===== config.mk =====
export PLATFORM = sky130hd
export DESIGN_NAME = uart_frame_parser
export DESIGN_NICKNAME = d
export VERILOG_FILES = /design/src/rtl/uart_frame_parser.sv
export SDC_FILE = /design/constraint.sdc
export NUM_CORES = 1
export LEC_CHECK = 0
export BUFFER_PORTS_ARGS = -buffer_cell sky130_fd_sc_hd__buf_2
export CAP_MARGIN = 20
export CORE_ASPECT_RATIO = 1.25
export CORE_MARGIN = 2
export CORE_UTILIZATION = 40
export CTS_BUF_LIST = sky130_fd_sc_hd__clkbuf_8
export CTS_CLUSTER_SIZE = 20
export DETAILED_ROUTE_END_ITERATION = 8
export GPL_TIMING_DRIVEN = 0
export SYNTH_ARGS = -nofsm -noshare
export SYNTH_HDL_FRONTEND = slang
export SYNTH_SLANG_ARGS = --single-unit

===== constraint.sdc =====
create_clock -name i_clk -period 2.4 [get_ports i_clk]
set_input_delay 0.24 -clock i_clk [delete_from_list [all_inputs] [get_ports i_clk]]
set_output_delay 0.24 -clock i_clk [all_outputs]
set_load 0.03 [all_outputs]

===== src/rtl/uart_frame_parser.sv =====
// uart_frame_parser
//   Frame parser behind the UART receiver. It looks for SYNC_BYTE and then
//   collects a frame of the form ID, LEN, LEN payload bytes and CHK.
//   CHK is the 8-bit sum of ID, LEN and the payload.
//   When a frame checks out, its fields are copied into registered outputs
//   and o_frame_valid pulses for one cycle. The parser drops bad frames and
//   reports each one with a one-cycle error strobe: checksum error, length
//   error, or inter-byte timeout.
//
// Ports
//   i_clk, i_rst_n      clock; synchronous active-low reset
//   i_rx_dv, i_rx_byte  one-cycle byte strobe and data from the receiver
//   o_frame_valid       one-cycle pulse when the fields below are updated
//   o_frame_id/len      ID and payload length of the last good frame
//   o_payload           payload of the last good frame, byte k at [8k+7:8k]
//   o_crc_err           one-cycle pulse, checksum mismatch
//   o_len_err           one-cycle pulse, LEN > MAX_LEN
//   o_timeout_err       one-cycle pulse, inter-byte timeout inside a frame
//   o_err_count         count of error pulses, saturates at 255
module uart_frame_parser #(
    parameter int         MAX_LEN      = 8,
    parameter logic [7:0] SYNC_BYTE    = 8'hAA,
    parameter int         TIMEOUT_CLKS = 65_000
) (
    input  logic                 i_clk,
    input  logic                 i_rst_n,
    input  logic                 i_rx_dv,
    input  logic [7:0]           i_rx_byte,
    output logic                 o_frame_valid,
    output logic [7:0]           o_frame_id,
    output logic [3:0]           o_frame_len,
    output logic [8*MAX_LEN-1:0] o_payload,
    output logic                 o_crc_err,
    output logic                 o_len_err,
    output logic                 o_timeout_err,
    output logic [7:0]           o_err_count
);

    localparam int TW = $clog2(TIMEOUT_CLKS);

    typedef enum logic [2:0] {
        HUNT, GET_ID, GET_LEN, GET_PAYLOAD, GET_CHK
    } state_t;

    state_t state, state_d;

    logic [7:0]                 id_sh;
    logic [3:0]                 len_sh;
    logic [3:0]                 idx;
    logic [7:0]                 sum;
    logic [MAX_LEN-1:0][7:0]    shadow;
    logic [TW-1:0]              tmo_cnt;
    logic                       tmo_hit;
    logic                       good_d, crc_d, len_d, tmo_d;

    // The counter is held at 0 in HUNT, so it can only expire inside a frame.
    assign tmo_hit = (state != HUNT) && (tmo_cnt == TW'(TIMEOUT_CLKS - 1));

    always_ff @(posedge i_clk) begin
        if (!i_rst_n) state <= HUNT;
        else          state <= state_d;
    end

    always_comb begin
        state_d = state;
        good_d  = 1'b0;
        crc_d   = 1'b0;
        len_d   = 1'b0;
        tmo_d   = 1'b0;
        case (state)
            HUNT:        if (i_rx_dv && i_rx_byte == SYNC_BYTE) state_d = GET_ID;
            GET_ID:      if (i_rx_dv) state_d = GET_LEN;
            GET_LEN: if (i_rx_dv) begin
                if (i_rx_byte > 8'(MAX_LEN)) begin
                    len_d   = 1'b1;
                    state_d = HUNT;
                end else if (i_rx_byte == 8'd0) begin
                    state_d = GET_CHK;
                end else begin
                    state_d = GET_PAYLOAD;
                end
            end
            // SYNC_BYTE is ordinary data here; there is no resync.
            GET_PAYLOAD: if (i_rx_dv && idx == len_sh - 4'd1) state_d = GET_CHK;
            GET_CHK: if (i_rx_dv) begin
                if (i_rx_byte == sum) good_d = 1'b1;
                else                  crc_d  = 1'b1;
                state_d = HUNT;
            end
            default:     state_d = HUNT;
        endcase
        // When a byte arrives in the same cycle the counter expires, the byte
        // is processed and no timeout is raised.
        if (!i_rx_dv && tmo_hit) begin
            tmo_d   = 1'b1;
            state_d = HUNT;
        end
    end

    always_ff @(posedge i_clk) begin
        if (!i_rst_n) begin
            id_sh         <= '0;
            len_sh        <= '0;
            idx           <= '0;
            sum           <= '0;
            shadow        <= '0;
            tmo_cnt       <= '0;
            o_frame_valid <= 1'b0;
            o_crc_err     <= 1'b0;
            o_len_err     <= 1'b0;
            o_timeout_err <= 1'b0;
            o_frame_id    <= '0;
            o_frame_len   <= '0;
            o_payload     <= '0;
            o_err_count   <= '0;
        end else begin
            o_frame_valid <= good_d;
            o_crc_err     <= crc_d;
            o_len_err     <= len_d;
            o_timeout_err <= tmo_d;

            if (i_rx_dv || state_d == HUNT) tmo_cnt <= '0;
            else                            tmo_cnt <= tmo_cnt + TW'(1);

            if (i_rx_dv) begin
                case (state)
                    GET_ID: begin
                        id_sh <= i_rx_byte;
                        sum   <= i_rx_byte;
                    end
                    GET_LEN: if (i_rx_byte <= 8'(MAX_LEN)) begin
                        len_sh <= i_rx_byte[3:0];
                        sum    <= sum + i_rx_byte;
                        idx    <= '0;
                        // Clear the buffer so bytes beyond LEN read back as 0.
                        shadow <= '0;
                    end
                    GET_PAYLOAD: begin
                        for (int k = 0; k < MAX_LEN; k++)
                            if (idx == 4'(k)) shadow[k] <= i_rx_byte;
                        sum <= sum + i_rx_byte;
                        idx <= idx + 4'd1;
                    end
                    default: ;
                endcase
            end

            if (good_d) begin
                o_frame_id  <= id_sh;
                o_frame_len <= len_sh;
                o_payload   <= shadow;
            end

            if ((crc_d || len_d || tmo_d) && o_err_count != 8'hFF)
                o_err_count <= o_err_count + 8'd1;
        end
    end

endmodule


==> results of run 1 <==
==> registers in the layout (all words and copies together), names as in the netlist, 8 cells and up <==
| name | flops |
|---|---|
| o_payload | 64 |
| shadow | 64 |
| tmo_cnt | 16 |
| id_sh | 8 |
| o_err_count | 8 |
| o_frame_id | 8 |
| sum | 8 |
==> cells by family after synthesis <==
group	Yosys count	share of synthesized area
AOI/OAI and AO/OA	174	0.136
adders and majority gates	16	0.0250
buffers and inverters	82	0.0465
and+or+nand+nor	389	0.215
muxes	63	0.0768
xor gates and xnor gates	23	0.0245
DFF	195	0.476
==> power breakdown <==
| group | switching [uW] | internal, uW |
|---|---|---|
| Sequential | 0.147 | 3230 |
| Clock | 1240 | 839 |
| Combinational | 124 | 36.7 |
==> tightest hold or removal path, cell delays in order <==
cell and delay, ps:
buf_6 130, mux2i_1 80, nor2_1 70
==> Yosys cell counts, types with 5 or more instances <==
master,instances
clkbuf_1,42
xor2_1,6
o211ai_1,5
a211oi_1,7
nor2_1,84
nand2b_1,5
dfxtp_1,195
nand2_1,186
nand4_1,12
inv_1,15
nor4_1,8
a21oi_1,95
or4_1,5
and3_1,14
o21ai_0,27
o21ai_4,5
ha_1,14
nor3_1,14
nand3_1,33
nor2b_1,7
buf_2,15
xnor2_1,17
a211oi_2,9
mux2i_1,63
==> what timing repair did <==
item                                    in CTS  in global routing
endpoints found under the setup margin      51                 63
pin swaps                                    0                  1
gates resized for setup                      6                 12
==> final cells by class <==
cell class                 instances  share of cell area
tap                              270              0.0358
sequential                       195               0.413
buffer                            64              0.0348
multi-input combinational        665               0.418
clock buffer                      20              0.0291
inverter                          16             0.00636
clock inverter                    12              0.0118
timing repair buffer              96              0.0509
==> routing by layer <==
metal,share of wire,routed length (um),vias to the layer above
met5,0,0,-
met4,0.019,399,0
met3,0.035,737,26
met2,0.49,10200,151
met1,0.45,9470,3098
li1,-,-,3459
==> metrics by stage <==
| step | total power (uW) | cells | worst slack (ps) |
|---|---|---|---|
| floorplan | 3400 | 942 | 322 |
| global placement | 3470 | 1308 | -439 |
| detailed placement | 3470 | 1308 | -484 |
| CTS | 5530 | 1340 | 1.79 |
| global route | 5670 | 1338 | 5.86 |
| finish | 5480 | 1338 | 124 |
==> worst paths after layout <==
kind,from,endpoint,slack (ps)
worst min-delay path,i_rx_byte[7],id_sh[7]$_SDFFE_PN0P_,80
worst min register to register,shadow[19]$_SDFFE_PN0P_,o_payload[19]$_SDFFE_PN0P_,450
worst max register to register,tmo_cnt[0]$_SDFF_PP0_,tmo_cnt[5]$_SDFF_PP0_,120
worst max-delay path,tmo_cnt[0]$_SDFF_PP0_,tmo_cnt[5]$_SDFF_PP0_,120
==> run_results.csv, run 1 <==
group,metric,value,unit
timing,period_minus_slack,2280,ps
timing,slew_headroom,0.364,
synthesis,synthTopCellsByArea,"dfxtp_1 48%, nand2_1 8.5%, mux2i_1 7.7%, a21oi_1 5.8%, nor2_1 3.8%",
cts,cts_tree,"done",
timing,clock.fmax,0.439,GHz
finish,seq_area,3900,sq um
worst_setup_path,worstSetupPathType,"reg -> reg",
floorplanning,initial_core_util,0.408,
floorplanning,dieArea,21700,sq um
hold_path,hold_depth,3,
cts,cts_hold_buffers,0,
worst_setup_path,crit_buf_inv,1,
detailed_routing,drtAntennaViolNets,0,
synthesis,synth-async-reset-ratio,0,
floorplanning,chipWidth,132,um
finish,fillers,2016,
finish,area_growth,15.1,%
synthesis,syn_nets,968,
synthesis,netlist.area_leader.share,0.476,
floorplanning,rows,58,
timing,finalSetupTns,0,ps
grt,grt_usage,0.196,
worst_setup_path,r2r_cells,7,
placement,place_area,9020,sq um
detailed_routing,wl,20800,um
detailed_routing,route.detailed.drc,0,
cts,htreeDepth,4,
grt,use_met3,0.0327,
timing,maxSlewViolCount,0,
floorplanning,io_pins,99,
finish,final_common_cell,"dfxtp_1",
finish,diodes,0,
synthesis,synthesis.area,8210,sq um
synthesis,post-synth-top-area-cell,"dfxtp_1",
timing,hold_ws,83.5,ps
worst_setup_path,cp_cell_sequence,"ha_2 -> nand4bb_1 -> or4_1 -> maj3_1 -> nand2_2 -> buf_6 -> a211oi_1",
cts,clockBufferDepth,2,
grt,grt_use_met1,0.241,
synthesis,synth_cells,942,
cts,cts_sinks,195,
finish,design_area,9440,sq um
floorplanning,core_area,20100,sq um
detailed_routing,vias,6734,
finish,fin_nets,1081,
finish,finish.utilization,0.470,
placement,gp_congestion,0.864,
grt,antenna_found_initial,0,
synthesis,yosys_register_bits,195,
job,maxCapViolCount,0,
detailed_routing,dr.pass1.iters,5,
worst_setup_path,cp-start-kind,"flip-flop",
timing,setup_viol,0,
synthesis,synth_area_per_cell,8.71,sq um
grt,grt_max_degree,19,
worst_setup_path,cp.depth,7,
power_and_ir_drop,p_per_area,580,nW/um^2
timing,rsz0062_at_grt,"no",
worst_setup_path,cp_slowest_cell,"or4_1",
timing,hold_viol,0,
worst_setup_path,cpPeakStageDelay,550,ps
cts,cts-root-buf,"clkbuf_8",
detailed_routing,wire_per_inst,15.6,um
cts,postCtsSetupBuffers,0,
finish,drive_above_1_share,0.170,
grt,grt_pass1_wl,33800,um
finish,layout_common_cells,"195 x dfxtp_1, 186 x nand2_1, 108 x buf_2, 95 x a21oi_1, 84 x nor2_1",
worst_setup_path,cp.required,2750,ps
timing,fin_crit_sh,0.948,
detailed_routing,avgViaCountPerCell,5.03,
cts,cts_buffers,17,
timing,tightestPinTransition,951,ps
finish,multi_input_area,3950,sq um
worst_setup_path,crit_family,"simple AND/OR/NAND/NOR gates",
placement,port_buffers,96,
synthesis,ys_warn_count,0,
hold_path,hold_path.class,"in -> reg",
worst_setup_path,cp-end-kind,"flip-flop",
power_and_ir_drop,leakagePower,0.00344,uW
synthesis,ys_types,63,
floorplanning,dieHeight,164,um
worst_setup_path,path_max_fanout,10,
synthesis,ys_seq_area_frac,0.476,
cts,clock_latency,480,ps
timing,clock_skew,13.3,ps
detailed_routing,drtIter0Drc,370,
worst_setup_path,arrival,2620,ps
grt,grt_pass1_vias,6561,
synthesis,synth_edf_count,0,
grt,gr-max-usage-layer,"met2",
power_and_ir_drop,ir_drop,0.316,mV
grt,met2_usage,0.347,
status,outcome,"completed",
cts,clkTransAtPathRegs,100,ps
placement,dp_hpwl,14900,um
synthesis,ys.flop_type,"dfxtp_1",
grt,gr-total-overflow,0,
Note: power is estimated with default switching activity, not from simulation.
==> run 2, diff against run 1 <==
--- a/config.mk
+++ b/config.mk
@@ -8,7 +8,7 @@
 export BUFFER_PORTS_ARGS = -buffer_cell sky130_fd_sc_hd__buf_2
 export CAP_MARGIN = 20
 export CORE_ASPECT_RATIO = 1.25
-export CORE_MARGIN = 2
+export CORE_MARGIN = 5
 export CORE_UTILIZATION = 40
 export CTS_BUF_LIST = sky130_fd_sc_hd__clkbuf_8
 export CTS_CLUSTER_SIZE = 20
==> run 2 against run 1 <==
Against the previous run:
- setup slack improved by 25 ps
- global-route usage shrank 1.7 points
- utilization rose by 0.13 points
- final cell count up 0.15%
- routed wire length is 0.55% higher
- critical endpoint unchanged
- largest cell class unchanged
- register-to-register slack better by 20 ps
- final area grew 0.65%
==> run_results.csv, run 2 (same netlist as run 1, synthesis figures left out) <==
group,metric,value,unit
worst_setup_path,cp_slowest_cell,"or4_1",
timing,slew_headroom,0.465,
worst_setup_path,cp_cell_sequence,"ha_2 -> nand4bb_1 -> or4_1 -> maj3_1 -> nand2_2 -> buf_6 -> a211oi_1",
cts,cts_sinks,195,
grt,grt_usage,0.179,
worst_setup_path,path_max_fanout,10,
timing,fin_crit_sh,0.938,
finish,diodes,0,
cts,htreeDepth,4,
timing,rsz0062_at_grt,"no",
floorplanning,dieArea,23500,sq um
finish,fillers,2093,
floorplanning,initial_core_util,0.407,
detailed_routing,dr.pass1.iters,5,
finish,finish.utilization,0.471,
worst_setup_path,cpPeakStageDelay,560,ps
detailed_routing,wire_per_inst,15.6,um
grt,grt_pass1_wl,34300,um
worst_setup_path,arrival,2600,ps
timing,period_minus_slack,2250,ps
power_and_ir_drop,total_power,5660,uW
timing,clock.fmax,0.444,GHz
worst_setup_path,cp-end-kind,"flip-flop",
detailed_routing,drtIter0Drc,354,
detailed_routing,vias,6822,
worst_setup_path,cp.required,2750,ps
cts,clockBufferDepth,2,
finish,layout_common_cells,"195 x dfxtp_1, 186 x nand2_1, 110 x buf_2, 95 x a21oi_1, 84 x nor2_1",
hold_path,hold_path.class,"in -> reg",
finish,area_growth,15.8,%
timing,clock_skew,13.5,ps
finish,drive_above_1_share,0.173,
finish,top_regs,"o_payload x64, shadow x64, tmo_cnt x16",
timing,hold_viol,0,
cts,clkTransAtPathRegs,100,ps
grt,grt_pass1_vias,6628,
finish,fin_nets,1083,
placement,port_buffers,96,
timing,setup_viol,0,
floorplanning,chipWidth,138,um
cts,cts_buffers,17,
finish,layoutNonFillerInstCount,1340,
power_and_ir_drop,p_per_area,596,nW/um^2
grt,grt_max_degree,20,
finish,design_area,9510,sq um
detailed_routing,avgViaCountPerCell,5.09,
finish,final_common_cell,"dfxtp_1",
worst_setup_path,crit_buf_inv,1,
floorplanning,io_pins,99,
detailed_routing,wl,21000,um
placement,gp_congestion,0.864,
grt,antenna_found_initial,0,
worst_setup_path,cp-start-kind,"flip-flop",
placement,dp_hpwl,15200,um
cts,cts_tree,"done",
cts,clock_latency,480,ps
worst_setup_path,worstSetupPathType,"reg -> reg",
floorplanning,rows,58,
timing,maxSlewViolCount,0,
placement,dp_cells,1308,
power_and_ir_drop,ir_drop,0.322,mV
power_and_ir_drop,leakagePower,0.00348,uW
grt,gr-total-overflow,0,
floorplanning,core_area,20200,sq um
placement,place_area,9020,sq um
detailed_routing,route.detailed.drc,0,
status,outcome,"completed",
cts,cts-root-buf,"clkbuf_8",
timing,tightestPinTransition,799,ps
detailed_routing,drtAntennaViolNets,0,
worst_setup_path,crit_family,"simple AND/OR/NAND/NOR gates",
floorplanning,dieHeight,170,um
job,maxCapViolCount,0,
==> run 2: cell count changes in the layout (fill, tap and decap cells not counted), sizes merged <==
cell      before  now
clkinv         4    5
bufinv         0    2
clkinvlp       2    0
buf          118  122
inv           22   24
clkbuf        62   57
==> run 2: through the flow <==
stage / hold slack (ps) / TNS [ps] / worst slack (ps)
after floorplan: 387 / 0 / 322
after global placement: 440 / -19330 / -480
after detailed placement: 445 / -20980 / -514
after CTS: 64.1 / 0 / 14.5
after global routing: 131 / 0 / 0.957
final: 87.0 / 0 / 149
==> run 2: timing repair <==
action                                 4_1_cts  5_1_grt
endpoints found under the hold margin        0        0
hold buffers                                 0        0
cloned                                       0        0
setup buffers                                0        2
gates resized for setup                      7       11
pin swaps                                    0        1
setup endpoints to repair                   61       79
==> run 2: path summary, 6_finish.rpt <==
path,slack (ps),cells after the start,startpoint,to
max,150,7,tmo_cnt[0]$_SDFF_PP0_,tmo_cnt[5]$_SDFF_PP0_
max reg2reg,150,7,tmo_cnt[0]$_SDFF_PP0_,tmo_cnt[5]$_SDFF_PP0_
min reg2reg,460,2,o_frame_id[6]$_SDFFE_PN0P_,o_frame_id[6]$_SDFFE_PN0P_
min,90,3,i_rx_byte[7],id_sh[7]$_SDFFE_PN0P_
==> run 2: worst reg2reg max path: stages, from the launching register on <==
cell,delay [ps]
dfxtp_1,380
ha_2,240
nand4bb_1,180
or4_1,560
maj3_1,430
nand2_2,110
buf_6,170
a211oi_1,70
==> run 2: final cells by class <==
class	count	area [sq um]	share of cell area
Sequential cell	195	3900	0.411
Inverter	16	60.1	0.00632
Clock inverter	15	189	0.0199
Multi-Input combinational cell	665	3960	0.417
Clock buffer	17	234	0.0246
Tap cell	270	338	0.0355
Buffer	64	324	0.0341
Timing Repair Buffer	98	495	0.0521
==> run 2: power by group <==
group / total, uW / leakage [uW] / switching, uW / internal [uW]
Combinational: 165 / 0.00169 / 125 / 39.6
Clock: 2260 / 0.000219 / 1280 / 984
Sequential: 3230 / 0.00157 / 0.142 / 3230
Total: 5660 / 0.00348 / 1410 / 4260
==> run 2: metal layers <==
layer	track usage	wire length, um	vias to the layer above
met5	0	0	-
met4	0.0537	412	0
met3	0.0408	865	30
met2	0.305	10200	142
met1	0.228	9500	3180
li1	-	-	3470
==> run 3, diff against run 2 <==
--- a/config.mk
+++ b/config.mk
@@ -10,10 +10,10 @@
 export CORE_ASPECT_RATIO = 1.25
 export CORE_MARGIN = 5
 export CORE_UTILIZATION = 40
-export CTS_BUF_LIST = sky130_fd_sc_hd__clkbuf_8
 export CTS_CLUSTER_SIZE = 20
 export DETAILED_ROUTE_END_ITERATION = 8
 export GPL_TIMING_DRIVEN = 0
+export HOLD_SLACK_MARGIN = 0.12
 export SYNTH_ARGS = -nofsm -noshare
 export SYNTH_HDL_FRONTEND = slang
 export SYNTH_SLANG_ARGS = --single-unit
==> run 3 against run 2 <==
Against the previous run:
- sequential cell count did not move
- sequential power barely moved
- count of clock-buffer cells in the layout did not move
- largest power group unchanged
==> run_results.csv, run 3 (same netlist as run 1, synthesis figures left out) <==
group,metric,value,unit
timing,hold_viol,0,
hold_path,hp-start,"i_rx_byte[3]",
timing,setup_viol,0,
worst_setup_path,cpPeakStageDelay,380,ps
detailed_routing,dr.pass1.iters,5,
cts,clockBufferDepth,2,
timing,rsz0062_at_grt,"no",
cts,htreeDepth,4,
worst_setup_path,critPathLaunch,"sum[5]$_SDFFE_PN0P_",
grt,grt_pass1_wl,34400,um
timing,tightestPinTransition,853,ps
worst_setup_path,cp-start-kind,"flip-flop",
worst_setup_path,arrival,2640,ps
floorplanning,chipWidth,138,um
worst_setup_path,cp_slowest_cell,"ha_1",
grt,grt_max_degree,20,
grt,grt_usage,0.180,
worst_setup_path,cp-end-kind,"flip-flop",
floorplanning,dieHeight,170,um
detailed_routing,drtAntennaViolNets,0,
timing,finalSetupTns,0,ps
hold_path,hold_path.class,"in -> reg",
worst_setup_path,r2r_cells,8,
power_and_ir_drop,sw_frac_of_total,0.235,
floorplanning,io_pins,99,
detailed_routing,drtIter0Drc,407,
worst_setup_path,crit_buf_inv,2,
power_and_ir_drop,p_switching,1500,uW
timing,finalWorstSetupSlack,133,ps
placement,port_buffers,96,
finish,area_growth,18.4,%
detailed_routing,wire_per_inst,15.8,um
finish,fillers,2062,
detailed_routing,wl,21200,um
worst_setup_path,cp.required,2780,ps
finish,top_regs,"o_payload x64, shadow x64, tmo_cnt x16",
timing,slew_headroom,0.429,
worst_setup_path,r2r-start,"sum[5]$_SDFFE_PN0P_",
worst_setup_path,cp.depth,8,
power_and_ir_drop,clkPwrFrac,0.466,
power_and_ir_drop,p_comb_frac,0.026,
power_and_ir_drop,total_power,6360,uW
worst_setup_path,cp_cell_sequence,"ha_1 -> nor4_4 -> and3_1 -> nor2b_4 -> buf_4 -> buf_2 -> nand2_1 -> a21oi_1",
finish,fin_nets,1085,
floorplanning,rows,58,
cts,cts_buffers,17,
worst_setup_path,rrSetupSlack,130,ps
finish,final_common_cell,"dfxtp_1",
detailed_routing,route.detailed.drc,0,
timing,maxSlewViolCount,0,
timing,clock.fmax,0.441,GHz
grt,antenna_found_initial,0,
worst_setup_path,reg2reg_to,"o_payload[39]$_SDFFE_PN0P_",
cts,clock_latency,440,ps
timing,period_minus_slack,2270,ps
detailed_routing,vias,6886,
power_and_ir_drop,internal-power,4870,uW
placement,place_ws,-514,ps
cts,clkTransAtPathRegs,80,ps
finish,design_area,9710,sq um
floorplanning,core_area,20200,sq um
placement,dp_hpwl,15200,um
floorplanning,dieArea,23500,sq um
cts,cts-root-buf,"clkbuf_16",
status,outcome,"completed",
job,maxCapViolCount,0,
worst_setup_path,crit_path_end,"o_payload[39]$_SDFFE_PN0P_",
finish,diodes,0,
worst_setup_path,worstSetupPathType,"reg -> reg",
power_and_ir_drop,p_per_area,655,nW/um^2
placement,place_area,9020,sq um
power_and_ir_drop,seqPwrFrac,0.508,
power_and_ir_drop,ir_drop,0.503,mV
grt,gr-total-overflow,0,
worst_setup_path,path_max_fanout,10,
placement,gp_congestion,0.864,
worst_setup_path,crit_family,"simple AND/OR/NAND/NOR gates",
floorplanning,initial_core_util,0.407,
finish,drive_above_1_share,0.174,
detailed_routing,avgViaCountPerCell,5.13,
timing,clock_skew,12.8,ps
power_and_ir_drop,leakagePower,0.00358,uW
cts,cts_sinks,195,
grt,grt_pass1_vias,6720,
timing,fin_crit_sh,0.945,
finish,layout_common_cells,"195 x dfxtp_1, 186 x nand2_1, 110 x buf_2, 95 x a21oi_1, 84 x nor2_1",
cts,cts_tree,"done",
-- run 3: cell types whose count changed in the layout (fill, tap and decap cells not counted), sizes merged --
cell / previous run / this run
buf: 122 / 123
dlygate4sd3: 0 / 1
-- run 3: worst reg2reg max path, delay by kind of cell, from the launching register on --
kind            cells  cell delay, ps
flops               1             310
fa+ha+maj           1             380
compound gates      1             140
simple gates        4             940
buf+inv             2             440
-- run 3: worst min path at each step --
stage                                             to  slack (ps)  cells past startpoint
after global routing          len_sh[3]$_SDFFE_PN0P_         220                      3
after detailed placement  o_payload[29]$_SDFFE_PN0P_         440                      2
after CTS                     len_sh[3]$_SDFFE_PN0P_         180                      3
after floorplan                id_sh[1]$_SDFFE_PN0P_         390                      2
final                         len_sh[3]$_SDFFE_PN0P_         190                      3
after global placement     o_payload[8]$_SDFFE_PN0P_         440                      2
-- run 3: final cells by class --
class,count,area (sq um),share of cell area
Buffer,64,324,0.0334
Clock buffer,17,425,0.0438
Clock inverter,15,189,0.0194
Inverter,16,60.1,0.00618
Multi-Input combinational cell,665,3960,0.408
Sequential cell,195,3900,0.402
Tap cell,270,338,0.0348
Timing Repair Buffer,100,513,0.0528
-- run 3: power groups by stage --
stage          sequential, uW  combinational [uW]  clock, uW
2_1_floorplan            3310                96.0          0
3_3_place_gp             3310                 160          0
3_5_place_dp             3310                 160          0
4_1_cts                  3230                 163       3030
5_1_grt                  3230                 183       3150
6_report                 3230                 166       2970
-- run 3: through the flow --
stage / hold WS (ps) / std cells / util
after floorplan: 387 / 942 / -
final: 190 / 1342 / 0.482
after CTS: 179 / 1341 / 0.479
after detailed placement: 445 / 1308 / 0.447
after global routing: 221 / 1342 / 0.482
after global placement: 440 / 1308 / 0.447
-- run 3: routing by layer --
| layer | routed length [um] | track usage |
|---|---|---|
| met5 | 0 | 0 |
| met4 | 586 | 0.0761 |
| met3 | 999 | 0.0354 |
| met2 | 10200 | 0.306 |
| met1 | 9370 | 0.224 |
-- run 3: timing repair --
| item | 4_1_cts | 5_1_grt |
|---|---|---|
| buffers inserted | 0 | 3 |
| resized for setup | 7 | 11 |
| pin swaps | 0 | 1 |
| hold buffers | 1 | 0 |
| setup endpoints to repair | 57 | 88 |
| hold endpoints to repair | 1 | 0 |
